### config.mk
export PLATFORM = sky130hd
export DESIGN_NAME = prog_loader
export DESIGN_NICKNAME = d
export VERILOG_FILES = /design/src/rtl/prog_loader.sv
export SDC_FILE = /design/constraint.sdc
export NUM_CORES = 1
export LEC_CHECK = 0
export BUFFER_PORTS_ARGS = -buffer_cell sky130_fd_sc_hd__buf_2
export CAP_MARGIN = 15
export CORE_ASPECT_RATIO = 0.6
export CORE_MARGIN = 5
export CORE_UTILIZATION = 46
export CTS_CLUSTER_SIZE = 8
export DETAILED_ROUTE_END_ITERATION = 6
export GPL_TIMING_DRIVEN = 0
export PLACE_DENSITY = 0.77
export REMOVE_ABC_BUFFERS = 1
export SLEW_MARGIN = 20
export SYNTH_ARGS = -nofsm -noshare
export SYNTH_HDL_FRONTEND = slang
export SYNTH_SLANG_ARGS = --single-unit
export TNS_END_PERCENT = 1
### constraint.sdc
create_clock -name CLK -period 4.92 [get_ports CLK]
set_input_delay 0 -clock CLK [delete_from_list [all_inputs] [get_ports CLK]]
set_output_delay 0 -clock CLK [all_outputs]
set_load 0.1 [all_outputs]
### src/rtl/prog_loader.sv
// Program loader: streams instruction words into imem from a programmable
// base while holding the processor in reset, then releases it at startpc.
module prog_loader #(
  parameter int unsigned MAX_WORDS  = 64,
  parameter int unsigned RST_CYCLES = 2
) (
  input  logic        CLK,
  input  logic        reset,
  input  logic        load_start,
  input  logic [63:0] load_base,
  input  logic        in_valid,
  input  logic [31:0] in_data,
  input  logic        in_last,
  output logic        in_ready,
  output logic        imem_we,
  output logic [63:0] imem_addr,
  output logic [31:0] imem_wdata,
  output logic        cpu_resetl,
  output logic [63:0] startpc,
  output logic        busy,
  output logic        done,
  output logic        err_overflow,
  output logic [6:0]  word_count
);

  localparam int unsigned WC_W = 7;
  localparam int unsigned SC_W = $clog2(RST_CYCLES + 1) + 1;

  typedef enum logic [1:0] {
    S_IDLE,
    S_LOAD,
    S_SETTLE,
    S_RUN
  } state_t;

  state_t          state;
  state_t          state_d;
  logic [SC_W-1:0] settle_cnt;
  logic [SC_W-1:0] settle_d;
  logic            load_enter;
  logic            wr_en;
  logic            ovf_set;
  logic            hs;

  // State and settle-counter registers
  always_ff @(posedge CLK or posedge reset) begin
    if (reset) begin
      state      <= S_IDLE;
      settle_cnt <= '0;
    end else begin
      state      <= state_d;
      settle_cnt <= settle_d;
    end
  end

  // Next-state decode plus per-cycle load/write/overflow decisions
  always_comb begin
    state_d    = state;
    settle_d   = settle_cnt;
    load_enter = 1'b0;
    wr_en      = 1'b0;
    ovf_set    = 1'b0;
    hs         = 1'b0;
    case (state)
      S_IDLE: begin
        if (load_start) begin
          state_d    = S_LOAD;
          load_enter = 1'b1;
        end
      end
      S_LOAD: begin
        hs = in_valid & in_ready;
        if (hs) begin
          if (word_count < WC_W'(MAX_WORDS)) begin
            wr_en = 1'b1;
          end else begin
            ovf_set = 1'b1;
          end
          if (in_last) begin
            state_d  = S_SETTLE;
            settle_d = '0;
          end
        end
      end
      S_SETTLE: begin
        // Hold reset for RST_CYCLES cycles after the final write lands
        if (settle_cnt == SC_W'(RST_CYCLES)) begin
          state_d = S_RUN;
        end else begin
          settle_d = settle_cnt + SC_W'(1);
        end
      end
      S_RUN: begin
        if (load_start) begin
          state_d    = S_LOAD;
          load_enter = 1'b1;
        end
      end
      default: begin
        state_d = S_IDLE;
      end
    endcase
  end

  // Registered outputs, write port and load bookkeeping
  always_ff @(posedge CLK or posedge reset) begin
    if (reset) begin
      in_ready     <= 1'b0;
      busy         <= 1'b0;
      done         <= 1'b0;
      cpu_resetl   <= 1'b0;
      imem_we      <= 1'b0;
      imem_addr    <= '0;
      imem_wdata   <= '0;
      startpc      <= '0;
      word_count   <= '0;
      err_overflow <= 1'b0;
    end else begin
      in_ready   <= (state_d == S_LOAD);
      busy       <= (state_d == S_LOAD) || (state_d == S_SETTLE);
      done       <= (state_d == S_RUN);
      cpu_resetl <= (state_d == S_RUN);
      imem_we    <= wr_en;
      if (wr_en) begin
        imem_addr  <= startpc + (64'(word_count) << 2);
        imem_wdata <= in_data;
      end
      if (load_enter) begin
        startpc      <= load_base & ~64'h3;
        word_count   <= '0;
        err_overflow <= 1'b0;
      end else begin
        if (wr_en) begin
          word_count <= word_count + WC_W'(1);
        end
        if (ovf_set) begin
          err_overflow <= 1'b1;
        end
      end
    end
  end

endmodule

==> flow_summary.json <==
{
  "status": "finished, final reports clean",
  "synth_top_cell_by_area": "dfrtp_1",
  "clockBufferDepth": 2,
  "grt_max_degree": 94,
  "worstSkewPairLatency_ns": 0.43,
  "synth_edf_count": 0,
  "route.detailed.drc": 0,
  "synth.most_common_cell": "nand2_1",
  "synthMuxAreaShare": 0.08528,
  "synth_compound_area_frac": 0.07078,
  "io-pin-count": 274,
  "drv_slew": 0,
  "max_freq_mhz": 286.3,
  "drv_cap": 0,
  "syn2layout_area_growth_pct": 39.34,
  "ctsResizeCount": 0,
  "grt_pass1_vias": 7168,
  "path_cells": "ha_1, and3_1, nand2b_4, buf_16, clkinv_2, nand4_1, or2_2, xor2_1, nor2_1",
  "drive_gt1_frac": 0.3267,
  "synth_top_family_by_area": "simple AND/OR/NAND/NOR gates",
  "start_util": 0.4685,
  "clkSlewWorstSetupHoldPaths_ns": 0.07,
  "synth.avg_cell_area_um2": 10.21,
  "critical_path.max_fanout": 81,
  "grt_setup_unrepaired": "no",
  "yosys.area.top_type_share": 0.5394,
  "synth_common_cells": "192 x nand2_1, 173 x dfrtp_1, 62 x o21ai_0",
  "design.die.area_um2": 20270,
  "htreeDepth": 4,
  "arrival_ns": 3.78,
  "postCtsSetupRepairBufs": 0,
  "synth_area_leaders": "dfrtp_1 54%, nand2_1 9.0%, mux2_2 8.3%",
  "clkSinkCount": 173,
  "cpPeakStageDelay_ns": 0.65,
  "hp-class": "input pin to flip-flop",
  "end_kind": "flip-flop",
  "yosys.area_share.xor_xnor": 0.06439,
  "root_buffer": "clkbuf_16",
  "ff2ff_path_depth": 9,
  "final_nets": 1252,
  "setup_viol": 0,
  "path_class": "flip-flop to flip-flop",
  "rows": 37,
  "hold_ws_ns": 0.1553,
  "ys_types": 52,
  "grt_first_pass_wirelength_um": 39920,
  "overflow": 0,
  "post_drt_wl_per_cell_um": 17.97,
  "async_reset_ff_frac": 1.000,
  "postLayoutCoreUtil": 0.6528,
  "first_pass_iters": 5,
  "synthCells": 786,
  "cts_tree": "built",
  "drt-total-wl_um": 24830,
  "period_share": 0.7099,
  "syn_area_um2": 8025,
  "grt_usage": 0.2437,
  "worst_setup_path_start_kind": "flip-flop",
  "worst_slew_pin_slew_ns": 0.9210,
  "num_vias": 7098,
  "dp_hpwl_um": 16110,
  "crit_slowest_cell": "clkinv_2",
  "ys.flop_type": "dfrtp_1",
  "numPortBuffers": 267,
  "fp.coreArea_um2": 17130,
  "grt_antenna_before_repair": 0,
  "drtIter0Drc": 500,
  "die_h_um": 112.3,
  "max_slew_margin": 0.3773,
  "ys_seq_area_frac": 0.5394,
  "cp.required_ns": 5.20,
  "finClkSkew_ns": 0.02024,
  "hold_depth": 4,
  "synth-simple-area-share": 0.1871,
  "synthAdderAreaFrac": 0.02432,
  "diodes": 0,
  "viasPerCell": 5.136,
  "ys_seq_elements": 173,
  "fin_crit_ns": 3.492,
  "hold_viol": 0,
  "postRouteAntennaNets": 0,
  "place.gp.congestion": 0.7868,
  "die_w_um": 180.5,
  "cts_buffers": 17,
  "yosys_warnings": 0
}
==> registers in the layout (all words and copies together), names as in the netlist <==
register,flops
done,1
word_count,7
in_ready,1
imem_we,1
err_overflow,1
imem_wdata,32
imem_addr,62
startpc,62
settle_cnt,3
state,2
busy,1
==> path summary, 6_finish.rpt <==
| path | startpoint | endpoint | slack, ns |
|---|---|---|---|
| worst max-delay path | state[0] | word_count[5] | 1.43 |
| worst min-delay path | in_valid | err_overflow | 0.16 |
| worst max register to register | state[0] | word_count[5] | 1.43 |
| worst min register to register | imem_wdata[2] | imem_wdata[2] | 0.47 |
| max in group asynchronous | reset | imem_addr[51] | 3.84 |
| min in group asynchronous | reset | startpc[7] | 0.22 |
==> logic make-up after synthesis <==
kind of cell / count (synthesis)
compound gates: 100
xor+xnor: 59
fa+ha+maj: 15
buf+inv: 55
flops: 173
mux: 61
other cells: 1
simple gates: 322
==> cell usage in the layout, fill, tap and decap left out, types with 13 or more instances in the layout <==
cell type      netlist  routed
buf_2                1     267
dfrtp_1            173     173
dlygate4sd3_1        0      97
inv_1               14      13
nand2_1            192     192
o21ai_0             62      61
mux2_2              59      59
nand3_1             31      31
a21oi_1             13      13
clkbuf_16            0      17
ha_1                14      14
xor2_1              40      40
xnor2_1             19      19
nor2_1              22      22
nand4_1             18      18
==> metrics by stage <==
step                      instances  instance area [um^2]  setup slack (ns)  setup TNS [ns]
after floorplan                 749                  7866            -1.559          -52.28
after global placement         1250                  9495            -3.897         -483.57
after detailed placement       1254                  9617             1.528               0
after CTS                      1382                 11180             1.508               0
after global routing           1382                 11180             1.150               0
final                          1382                 11180             1.428               0
==> timing repair <==
item,in CTS,in global routing
hold buffers,97,0
setup endpoints to repair,0,0
hold endpoints to repair,177,0
==> worst max-delay path: cells and delay by family (launching register included) <==
family	cells	cell delay, ns
flops	1	0.40
buf+inv	2	0.97
xor+xnor	1	0.14
simple gates	5	1.46
fa+ha+maj	1	0.26
==> cell type report <==
| cell class | instances | area (um^2) |
|---|---|---|
| tap | 234 | 292.8 |
| inverter | 15 | 65.06 |
| multi-input combinational | 561 | 3500 |
| timing repair buffer | 368 | 2401 |
| clock buffer | 18 | 439.2 |
| clock inverter | 13 | 155.1 |
| sequential | 173 | 4329 |
| fill | 1347 | 5947 |
==> metal layers <==
metal | GRT usage | part of all wire | up-vias
met5 | 0 | 0 | -
met4 | 0.05186 | 0.010 | 0
met3 | 0.06930 | 0.067 | 24
met2 | 0.3861 | 0.46 | 258
met1 | 0.3384 | 0.46 | 3445
li1 | - | - | 3371
Power is not shown: default switching activity piles up to over one toggle a cycle in this logic, so the estimate is an artifact.
